## src/rtl/matrix_slot_writer_if.sv

```systemverilog
// Write-request, element-stream and BRAM write-port signals of matrix_slot_writer.
// The requester/driver side uses the master modport and the writer uses the slave modport.
interface matrix_slot_writer_if #(
  parameter int DATA_WIDTH = 32,
  parameter int ADDR_WIDTH = 14
);
  // Handshakes: write_request is accepted on a rising edge where write_request && write_ready.
  // An element is transferred on a rising edge where write_data_valid && writer_ready.
  // The requester holds its request and its element until the transfer happens.
  logic                  write_request;
  logic                  write_ready;
  logic [2:0]            write_matrix_id;
  logic [7:0]            write_rows;
  logic [7:0]            write_cols;
  logic [0:7][7:0]       write_name;
  logic [DATA_WIDTH-1:0] write_data;
  logic                  write_data_valid;
  logic                  writer_ready;
  logic                  write_done;
  logic                  write_error;
  logic                  bram_wr_en;
  logic [ADDR_WIDTH-1:0] bram_wr_addr;
  logic [DATA_WIDTH-1:0] bram_wr_data;

  modport master (
    output write_request, write_matrix_id, write_rows, write_cols, write_name,
    output write_data, write_data_valid,
    input  write_ready, writer_ready, write_done, write_error,
    input  bram_wr_en, bram_wr_addr, bram_wr_data
  );

  modport slave (
    input  write_request, write_matrix_id, write_rows, write_cols, write_name,
    input  write_data, write_data_valid,
    output write_ready, writer_ready, write_done, write_error,
    output bram_wr_en, bram_wr_addr, bram_wr_data
  );
endinterface

```

## src/rtl/matrix_slot_writer.sv

```systemverilog
// Stores one result matrix (3-word header + row-major data) into BRAM slot id*BLOCK_SIZE.
// Define MSW_TIMEOUT_EN to abort a write after TIMEOUT cycles without an accepted element.
module matrix_slot_writer #(
  parameter int BLOCK_SIZE = 1152,
  parameter int DATA_WIDTH = 32,
  parameter int ADDR_WIDTH = 14,
  parameter int NUM_SLOTS  = 8,
  parameter int TIMEOUT    = 4096
) (
  input  logic                         clk,
  input  logic                         rst_n,
  matrix_slot_writer_if.slave          bus,
  output logic [2:0]                   dbg_state_o,
  output logic [$clog2(TIMEOUT+1)-1:0] dbg_stall_o
);
  localparam int TW = $clog2(TIMEOUT + 1);
  localparam logic [15:0]           LIMIT = 16'(BLOCK_SIZE - 3);
  localparam logic [ADDR_WIDTH-1:0] BS    = ADDR_WIDTH'(BLOCK_SIZE);

  typedef enum logic [2:0] {
    S_IDLE, S_CHECK, S_HDR0, S_HDR1, S_HDR2, S_DATA, S_DONE, S_ERR
  } state_t;

  state_t                state_q;
  logic [2:0]            id_q;
  logic [7:0]            rows_q, cols_q;
  logic [0:7][7:0]       name_q;
  logic [15:0]           total_q, idx_q;
  logic [ADDR_WIDTH-1:0] base_q;
  logic [TW-1:0]         stall_q;
  logic                  ready_q, wready_q, done_q, err_q;
  logic                  wr_en_q;
  logic [ADDR_WIDTH-1:0] wr_addr_q;
  logic [DATA_WIDTH-1:0] wr_data_q;

  logic [15:0]           prod_d;
  logic [ADDR_WIDTH-1:0] base_d;
  logic                  bad_d, accept_d, last_d;

  always_comb begin
    prod_d   = 16'(rows_q) * 16'(cols_q);
    base_d   = ADDR_WIDTH'(id_q) * BS;
    bad_d    = (rows_q == 8'd0) || (cols_q == 8'd0) ||
               (32'(id_q) >= 32'(NUM_SLOTS)) || (prod_d > LIMIT);
    accept_d = (state_q == S_DATA) && wready_q && bus.write_data_valid;
    last_d   = (idx_q == total_q - 16'd1);
  end

  always_ff @(posedge clk or negedge rst_n) begin
    if (!rst_n) begin
      state_q   <= S_IDLE;
      id_q      <= '0;
      rows_q    <= '0;
      cols_q    <= '0;
      name_q    <= '0;
      total_q   <= '0;
      idx_q     <= '0;
      base_q    <= '0;
      stall_q   <= '0;
      ready_q   <= 1'b1;
      wready_q  <= 1'b0;
      done_q    <= 1'b0;
      err_q     <= 1'b0;
      wr_en_q   <= 1'b0;
      wr_addr_q <= '0;
      wr_data_q <= '0;
    end else begin
      wr_en_q <= 1'b0;
      done_q  <= 1'b0;
      err_q   <= 1'b0;
      case (state_q)
        S_IDLE: begin
          if (bus.write_request && ready_q) begin
            id_q    <= bus.write_matrix_id;
            rows_q  <= bus.write_rows;
            cols_q  <= bus.write_cols;
            name_q  <= bus.write_name;
            ready_q <= 1'b0;
            state_q <= S_CHECK;
          end
        end
        S_CHECK: begin
          total_q <= prod_d;
          base_q  <= base_d;
          idx_q   <= '0;
          stall_q <= '0;
          if (bad_d) begin
            done_q  <= 1'b1;
            err_q   <= 1'b1;
            state_q <= S_ERR;
          end else begin
            wr_en_q   <= 1'b1;
            wr_addr_q <= base_d;
            wr_data_q <= DATA_WIDTH'({rows_q, cols_q, 16'd0});
            state_q   <= S_HDR0;
          end
        end
        S_HDR0: begin
          wr_en_q   <= 1'b1;
          wr_addr_q <= base_q + ADDR_WIDTH'(1);
          wr_data_q <= DATA_WIDTH'({name_q[0], name_q[1], name_q[2], name_q[3]});
          state_q   <= S_HDR1;
        end
        S_HDR1: begin
          wr_en_q   <= 1'b1;
          wr_addr_q <= base_q + ADDR_WIDTH'(2);
          wr_data_q <= DATA_WIDTH'({name_q[4], name_q[5], name_q[6], name_q[7]});
          state_q   <= S_HDR2;
        end
        S_HDR2: begin
          wready_q <= 1'b1;
          state_q  <= S_DATA;
        end
        S_DATA: begin
          if (accept_d) begin
            wr_en_q   <= 1'b1;
            wr_addr_q <= base_q + ADDR_WIDTH'(3) + ADDR_WIDTH'(idx_q);
            wr_data_q <= bus.write_data;
            idx_q     <= idx_q + 16'd1;
            stall_q   <= '0;
            if (last_d) wready_q <= 1'b0;
          end else if (!wready_q) begin
            // Last element went out on the previous edge; its write is on the bus now.
            done_q  <= 1'b1;
            state_q <= S_DONE;
          end else begin
`ifdef MSW_TIMEOUT_EN
            if (stall_q == TW'(TIMEOUT - 1)) begin
              wready_q <= 1'b0;
              done_q   <= 1'b1;
              err_q    <= 1'b1;
              state_q  <= S_ERR;
            end else begin
              stall_q <= stall_q + TW'(1);
            end
`else
            if (stall_q != TW'(TIMEOUT)) stall_q <= stall_q + TW'(1);
`endif
          end
        end
        S_DONE: begin
          ready_q <= 1'b1;
          state_q <= S_IDLE;
        end
        S_ERR: begin
          ready_q <= 1'b1;
          state_q <= S_IDLE;
        end
        default: begin
          ready_q  <= 1'b1;
          wready_q <= 1'b0;
          state_q  <= S_IDLE;
        end
      endcase
    end
  end

  assign bus.write_ready  = ready_q;
  assign bus.writer_ready = wready_q;
  assign bus.write_done   = done_q;
  assign bus.write_error  = err_q;
  assign bus.bram_wr_en   = wr_en_q;
  assign bus.bram_wr_addr = wr_addr_q;
  assign bus.bram_wr_data = wr_data_q;
  assign dbg_state_o      = state_q;
  assign dbg_stall_o      = stall_q;
endmodule

```

## src/flat_wrapper.sv

```systemverilog
// flat-port wrapper written by rule: the top's interface ports become plain ports
module matrix_slot_writer_flat 
#(
  parameter int BLOCK_SIZE = 1152,
  parameter int DATA_WIDTH = 32,
  parameter int ADDR_WIDTH = 14,
  parameter int NUM_SLOTS  = 8,
  parameter int TIMEOUT    = 4096
)
  (clk, rst_n, dbg_state_o, dbg_stall_o, bus_write_request, bus_write_matrix_id, bus_write_rows, bus_write_cols, bus_write_name, bus_write_data, bus_write_data_valid, bus_write_ready, bus_writer_ready, bus_write_done, bus_write_error, bus_bram_wr_en, bus_bram_wr_addr, bus_bram_wr_data);
  matrix_slot_writer_if #(.DATA_WIDTH(DATA_WIDTH), .ADDR_WIDTH(ADDR_WIDTH)) bus_i ();
  input  logic clk;
  input  logic rst_n;
  output logic [2:0] dbg_state_o;
  output logic [$clog2(TIMEOUT+1)-1:0] dbg_stall_o;
  input wire logic [$bits(bus_i.write_request)-1:0] bus_write_request;
  input wire logic [$bits(bus_i.write_matrix_id)-1:0] bus_write_matrix_id;
  input wire logic [$bits(bus_i.write_rows)-1:0] bus_write_rows;
  input wire logic [$bits(bus_i.write_cols)-1:0] bus_write_cols;
  input wire logic [$bits(bus_i.write_name)-1:0] bus_write_name;
  input wire logic [$bits(bus_i.write_data)-1:0] bus_write_data;
  input wire logic [$bits(bus_i.write_data_valid)-1:0] bus_write_data_valid;
  output wire logic [$bits(bus_i.write_ready)-1:0] bus_write_ready;
  output wire logic [$bits(bus_i.writer_ready)-1:0] bus_writer_ready;
  output wire logic [$bits(bus_i.write_done)-1:0] bus_write_done;
  output wire logic [$bits(bus_i.write_error)-1:0] bus_write_error;
  output wire logic [$bits(bus_i.bram_wr_en)-1:0] bus_bram_wr_en;
  output wire logic [$bits(bus_i.bram_wr_addr)-1:0] bus_bram_wr_addr;
  output wire logic [$bits(bus_i.bram_wr_data)-1:0] bus_bram_wr_data;
  assign bus_i.write_request = bus_write_request;
  assign bus_i.write_matrix_id = bus_write_matrix_id;
  assign bus_i.write_rows = bus_write_rows;
  assign bus_i.write_cols = bus_write_cols;
  assign bus_i.write_name = bus_write_name;
  assign bus_i.write_data = bus_write_data;
  assign bus_i.write_data_valid = bus_write_data_valid;
  assign bus_write_ready = bus_i.write_ready;
  assign bus_writer_ready = bus_i.writer_ready;
  assign bus_write_done = bus_i.write_done;
  assign bus_write_error = bus_i.write_error;
  assign bus_bram_wr_en = bus_i.bram_wr_en;
  assign bus_bram_wr_addr = bus_i.bram_wr_addr;
  assign bus_bram_wr_data = bus_i.bram_wr_data;
  matrix_slot_writer #(.BLOCK_SIZE(BLOCK_SIZE), .DATA_WIDTH(DATA_WIDTH), .ADDR_WIDTH(ADDR_WIDTH), .NUM_SLOTS(NUM_SLOTS), .TIMEOUT(TIMEOUT)) u_core (.clk(clk), .rst_n(rst_n), .bus(bus_i), .dbg_state_o(dbg_state_o), .dbg_stall_o(dbg_stall_o));
endmodule
```

## config.mk

```make
export PLATFORM = sky130hd
export DESIGN_NAME = matrix_slot_writer_flat
export DESIGN_NICKNAME = d
export VERILOG_FILES = /design/src/rtl/matrix_slot_writer_if.sv /design/src/rtl/matrix_slot_writer.sv /design/src/flat_wrapper.sv
export SDC_FILE = /design/constraint.sdc
export NUM_CORES = 1
export LEC_CHECK = 0
export CELL_PAD_IN_SITES_DETAIL_PLACEMENT = 1
export CELL_PAD_IN_SITES_GLOBAL_PLACEMENT = 2
export CORE_MARGIN = 1
export CORE_UTILIZATION = 37
export DETAILED_ROUTE_END_ITERATION = 8
export PLACE_DENSITY_LB_ADDON = 0.08
export SLEW_MARGIN = 10
export SYNTH_ARGS = -nofsm -noshare
export SYNTH_HDL_FRONTEND = slang
export SYNTH_SLANG_ARGS = --single-unit
```

## constraint.sdc

```tcl
create_clock -name clk -period 8.8 [get_ports clk]
set_input_delay 1.32 -clock clk [delete_from_list [all_inputs] [get_ports clk]]
set_output_delay 1.32 -clock clk [all_outputs]
set_load 0.005 [all_outputs]
```

# Word level (Yosys, flattened, before mapping)
# Index checks and enable logic that the tools add are counted.
# W data, S select, Z words.
dict set report word_totals {
  in_bits 119
  elab_cells 101
  regBits 189
  output_inout_bits 67
}
dict set report op_classes {
  n_reduce_logical 21
  n_addsub 7
  n_mul 2
  mux 30
  eq_ne 17
  n_lt_le_gt_ge 1
}
# operator n
set op_table {}
lappend op_table {{$pmux W32 S4} 1}
lappend op_table {{$mux W32} 2}
lappend op_table {{$pmux W14 S4} 1}
lappend op_table {{$mux W13} 3}
lappend op_table {{$pmux W16 S2} 1}
lappend op_table {{$add A14 B2 Y14 const B} 2}
lappend op_table {{$mux W14} 2}
lappend op_table {{$pmux W13 S2} 1}
lappend op_table {{$pmux W3 S7} 1}
lappend op_table {{$add A16 B1 Y16 const B} 1}
lappend op_table {{$eq A16 B16 Y1} 1}
lappend op_table {{$gt A16 B11 Y1 const B} 1}
lappend op_table {{$logic_not A8 Y1} 2}
lappend op_table {{$mul A8 B8 Y16} 1}
lappend op_table {{$mux W16} 1}
lappend op_table {{$sub A16 B1 Y16 const B} 1}
lappend op_table {{$add A14 B1 Y14 const B} 1}
lappend op_table {{$add A14 B14 Y14} 1}
lappend op_table {{$add A13 B1 Y13 const B} 1}
lappend op_table {{$ne A13 B13 Y1 const B} 1}
lappend op_table {{$eq A3 B3 Y1 const B} 4}
lappend op_table {{$mux W3} 4}
lappend op_table {{$reduce_and A3 Y1} 4}
lappend op_table {{$mux W1} 9}
lappend op_table {{16 further kinds} 31}

# Depth between registers and ports, before layout
dict set report logic_depth {
  word_depth 5
  ltp_mapped 23
  mapped_depth_nobuf 19
}

# Least setup slack after synthesis
# OpenSTA, ideal clock, no wires.
dict set report synth_path {
  path_kind {register to register}
  from {register u_core.rows_q[2]}
  to {register u_core.wr_data_q[1] (netlist: u_core.bus.bram_wr_data[1])}
  slack_ns 3.344
  n_path_buf 3
  stages_incl_launch_ff 21
  arrival_ns 5.331
  setup_time_ns 0.125
  period_less_slack_ns 5.456
  t_required_ns 8.675
  path_cell_list {dfrtp_1 -> clkbuf_1 -> and2_1 -> fa_1 -> fa_1 -> fa_1 -> inv_1 -> fa_1 -> inv_1 -> ha_1 -> and2_1 -> and3_1 -> a21o_1 -> or3_1 -> a31o_1 -> and4_4 -> a21oi_4 -> inv_2 -> buf_6 -> buf_6 -> mux2_4}
}
dict set report synth_between {
  elab_chain_len 5
  elab_cells_between_ends 7
  cone_classes {mul: 1; order compare: 1; eq/ne: 1; reduce/logical: 4}
}
# item line
set synth_rtl {}
lappend synth_rtl {{start, declared} matrix_slot_writer.sv:26} ;# logic [7:0] rows_q, cols_q;
lappend synth_rtl {{start signal, assigned} matrix_slot_writer.sv:75} ;# rows_q <= bus.write_rows;
lappend synth_rtl {{$mul A8 B8 Y16 or $logic_not A8 Y1 (tied branches)} {matrix_slot_writer.sv:41, matrix_slot_writer.sv:43}}
lappend synth_rtl {{$gt A16 B11 Y1 or $logic_or A1 B1 Y1 (tied branches)} {matrix_slot_writer.sv:44, matrix_slot_writer.sv:43}}
lappend synth_rtl {{$logic_or A1 B1 Y1 (*)} matrix_slot_writer.sv:44} ;# (32'(id_q) >= 32'(NUM_SLOTS)) || (prod_d > LIMIT);
lappend synth_rtl {{$ne A2 B2 Y1 (no line) (*)} -}
lappend synth_rtl {{$reduce_and A3 Y1 (no line) (*)} -}
lappend synth_rtl {{end signal, assigned} matrix_slot_writer.sv:94} ;# wr_data_q <= DATA_WIDTH'({rows_q, cols_q, 16'd0});
lappend synth_rtl {{end signal, assigned} matrix_slot_writer.sv:101} ;# wr_data_q <= DATA_WIDTH'({name_q[0], name_q[1], name_q[2], name_q[3]});
lappend synth_rtl {{end signal, assigned} matrix_slot_writer.sv:107} ;# wr_data_q <= DATA_WIDTH'({name_q[4], name_q[5], name_q[6], name_q[7]});
lappend synth_rtl {{end, declared} matrix_slot_writer.sv:34} ;# logic [DATA_WIDTH-1:0] wr_data_q;
# Every way passes the cells marked *; elsewhere a longest branch is shown, timed or not.
# A chain may end at the register's enable or synchronous reset.

# Worst setup path after layout
dict set report layout_path {
  from {register u_core.rows_q[0]}
  to {register u_core.wr_data_q[27] (netlist: u_core.bus.bram_wr_data[27])}
}
# Same word-level chain as after synthesis.

==> flow_summary_export.csv <==
group,metric,value,unit
synthesis,async_reset_ff_frac,1.00,
global_routing,antenna_found_initial,3,
synthesis,yosysSeqAreaShare,0.408,
global_routing,grtUsageMet2,0.362,
floorplan,die_w,177,um
global_routing,grt_pass1_vias,9322,
worst_setup_path,critPathKind,"reg -> reg",
place,post-place-ws,2.54,ns
floorplan,start_util,0.380,
clocking,ctsHoldBuffers,0,
synthesis,ys_seq_elements,185,
clocking,cts_sinks,185,
global_routing,busiest_layer,"met2",
synthesis,synth_top_area_cell,"dfrtp_1",
floorplan,die_area,31400,sq um
timing,period_minus_slack,6.30,ns
run_status,status,"finished clean",
clocking,clkTransAtPathRegs,0.08,ns
timing,worst_pin_slew,1.10,ns
global_routing,met1_usage,0.274,
global_routing,grt_max_degree,82,
clocking,post_cts_buffers,0,
route,ant_nets,0,
synthesis,syn_nets,1294,
synthesis,synth_ff_type,"dfrtp_1",
synthesis,synth_top_family_by_area,"multiplexers",
worst_setup_path,worstPathMaxFanout,39,
global_routing,grt-ovfl-total,0,
place,place_area,13500,sq um
route,first_iter_violations,292,
place,placed_cells,1616,
global_routing,grt_pass1_wl,51.5,mm
layout,ff_latch_area,4630,sq um
clocking,clkLatencyLatePin,0.44,ns
route,drc,0,
worst_setup_path,worstPathCellList,"nand2_1 > fa_1 > fa_1 > inv_1 > fa_1 > inv_1 > fa_1 > inv_1 > ha_1 > o211a_1 > a211oi_1 > o41ai_1 > a21oi_1 > xnor2_1 > and4_4 > a21oi_4 > inv_2 > mux2_2",
route,wl_per_cell,19.5,um
timing,hold_viol_final,0,
layout,fillers,3272,
global_routing,grt_use_met3,0.0464,
place,portBuffers,185,
timing,fin_skew,0.0155,ns
pwr,power_density,479,nW/um^2
worst_setup_path,endpoint_kind,"flip-flop",
layout,final_nets,1447,
pwr,ir_drop,0.000268,V
synthesis,synth_adder_area_share,0.115,
layout,multiInputGateArea,6250,sq um
place,dp_hpwl,23.8,mm
worst_setup_path,critical_path_required,9.11,ns
route,wirelength,32.1,mm
worst_setup_path,cp-start-kind,"flip-flop",
timing,fin_ws,2.50,ns
synthesis,synth_area_leaders,"dfrtp_1 41%, mux2_2 11%, fa_1 6.4%",
synthesis,synth.avg_cell_area,10.4,sq um
worst_setup_path,crit_top_cell,"fa_1",
floorplan,die_h,177,um
clocking,cts_tree,"yes",
timing,maxClockFrequency,159,MHz
worst_hold_path,hold_class,"reg -> reg",
synthesis,yosys-top-cells-count,"184 x dfrtp_1, 113 x mux2_2, 102 x nand2_1",
timing,setup_tns,0,ns
timing,grt_setup_unrepaired,"no",
synthesis,muxShareOfSynthArea,0.157,
timing,maxSlewViolCount,0,
worst_setup_path,r2r_setup_slack,2.50,ns
clocking,cts_resized,0,
route,dr.pass1.iters,4,
timing,timing.final.setup_violations,0,
clocking,cts_made_buffers,17,
synthesis,synth_compound_area_frac,0.102,
clocking,cts_buffer_depth,2,
synthesis,synth_warnings,0,
synthesis,synth_top_area_frac,0.406,
synthesis,synth_cell_type_count,63,
synthesis,yosysMostFrequentCell,"dfrtp_1",
pwr,leakage,0.00641,uW
layout,final_cells,1650,
worst_setup_path,cpPeakStageDelay,0.79,ns
floorplan,coreArea,29900,sq um
synthesis,netlist_area,11300,sq um
layout,area_growth,24.7,%
run,maxCapViolCount,0,
clocking,clockRootBuffer,"clkbuf_16",
route,via_per_inst,5.22,
layout,final_area,14100,sq um
timing,min_period_over_period,0.716,
layout,drive_above_1_share,0.140,
floorplan,rows,63,
synthesis,synth_edf_count,0,
synthesis,synthSimpleGateAreaFrac,0.134,
global_routing,grt_util_all_layers,0.213,
floorplan,io_pins,186,
route,vias,8616,
worst_setup_path,worst_path_max_delay_cell,"inv_2",
synthesis,syn_inst,1092,
worst_setup_path,cp_data_arrival_time,6.61,ns
synthesis,synth-xor-area-share,0.0417,
timing,slew_headroom,0.269,
place,gp_congestion,0.805,
clocking,htree_levels,4,
cells by family (layout without fill, tap and decap cells):
group           Yosys count  count (layout)
other cells               0               2
mux                     159             159
flops                   185             185
compound gates          177             177
xor+xnor                 54              54
buf+inv                 121             287
simple gates            313             313
fa+ha+maj                83              83
per-stage QoR:
| stage | hold WS (ns) | total power [uW] | utilization |
|---|---|---|---|
| 2_1_floorplan | 0.449 | 4740 | - |
| 3_3_place_gp | 0.485 | 5920 | 0.453 |
| 3_5_place_dp | 0.495 | 6010 | 0.453 |
| 4_1_cts | 0.512 | 6870 | 0.473 |
| 5_1_grt | 0.522 | 7450 | 0.473 |
| 6_report | 0.507 | 6770 | 0.473 |
final cells by class:
class | instances | area share
Tap cell | 390 | 0.0345
Clock inverter | 13 | 0.0119
Multi-Input combinational cell | 786 | 0.442
Inverter | 60 | 0.0159
Sequential cell | 185 | 0.327
Timing Repair Buffer | 195 | 0.136
Antenna cell | 2 | 0.000354
Clock buffer | 19 | 0.0313
flip-flops by register name (all words and copies together) (netlist names), 3 cells and up:
register	count
u_core.dbg_stall_o	13
u_core.dbg_state_o	3
u_core.rows_q	8
u_core.bus.bram_wr_addr	14
u_core.bus.bram_wr_data	32
u_core.id_q	3
u_core.total_q	16
u_core.base_q	3
u_core.cols_q	8
u_core.idx_q	16
u_core.name_q	64
power by group:
part           internal, uW  total [uW]  switching, uW
sequential             1190        1530            340
combinational          1990        4420           2440
clock                   459         814            355
total                  3640        6770           3130
layout by cell type (no fill, tap or decap), types with 8 or more instances in the layout:
cell               n
nand3_1           16
ha_1              47
nor2_1            69
a21o_1             9
mux2i_1           37
mux2_4             9
nor3_1            11
o21ai_0           77
xnor2_1           29
nor2b_1            8
inv_1             59
a21oi_1           25
and3_1            15
buf_4             10
clkdlybuf4s50_1  184
fa_1              36
dfrtp_1          183
mux2_2           113
nand2_1          102
and2_1            54
clkbuf_16         17
nand4_1           12
xor2_1            25
a221o_1           17
critical path, delay by kind of cell, from the launching register on:
kind                       cells  cell delay (ns)
adders and majority gates      5             2.56
buffers and inverters          4             0.93
AOI/OAI and AO/OA              5             0.90
DFF                            1             0.57
and+or+nand+nor                2             0.49
muxes                          1             0.43
xor gates and xnor gates       1             0.27
routing by layer:
metal  wire length, um  up-vias  part of all wire
met4               436        2             0.014
met2             16100      161              0.50
met5                13        -           0.00040
met1             14200     4344              0.44
li1                  -     4084                 -
met3              1360       25             0.042
path summary, 6_finish.rpt:
check,from,to,cells after the start
worst max-delay path,u_core.rows_q[0],u_core.bus.bram_wr_data[27],18
worst min-delay path,u_core.bus.bram_wr_addr[7],u_core.bus.bram_wr_addr[7],1
worst max register to register,u_core.rows_q[0],u_core.bus.bram_wr_data[27],18
worst min register to register,u_core.bus.bram_wr_addr[7],u_core.bus.bram_wr_addr[7],1
max in group asynchronous,rst_n,u_core.dbg_state_o[0],2
min in group asynchronous,rst_n,u_core.total_q[11],1
(Power assumes the default switching activity.)
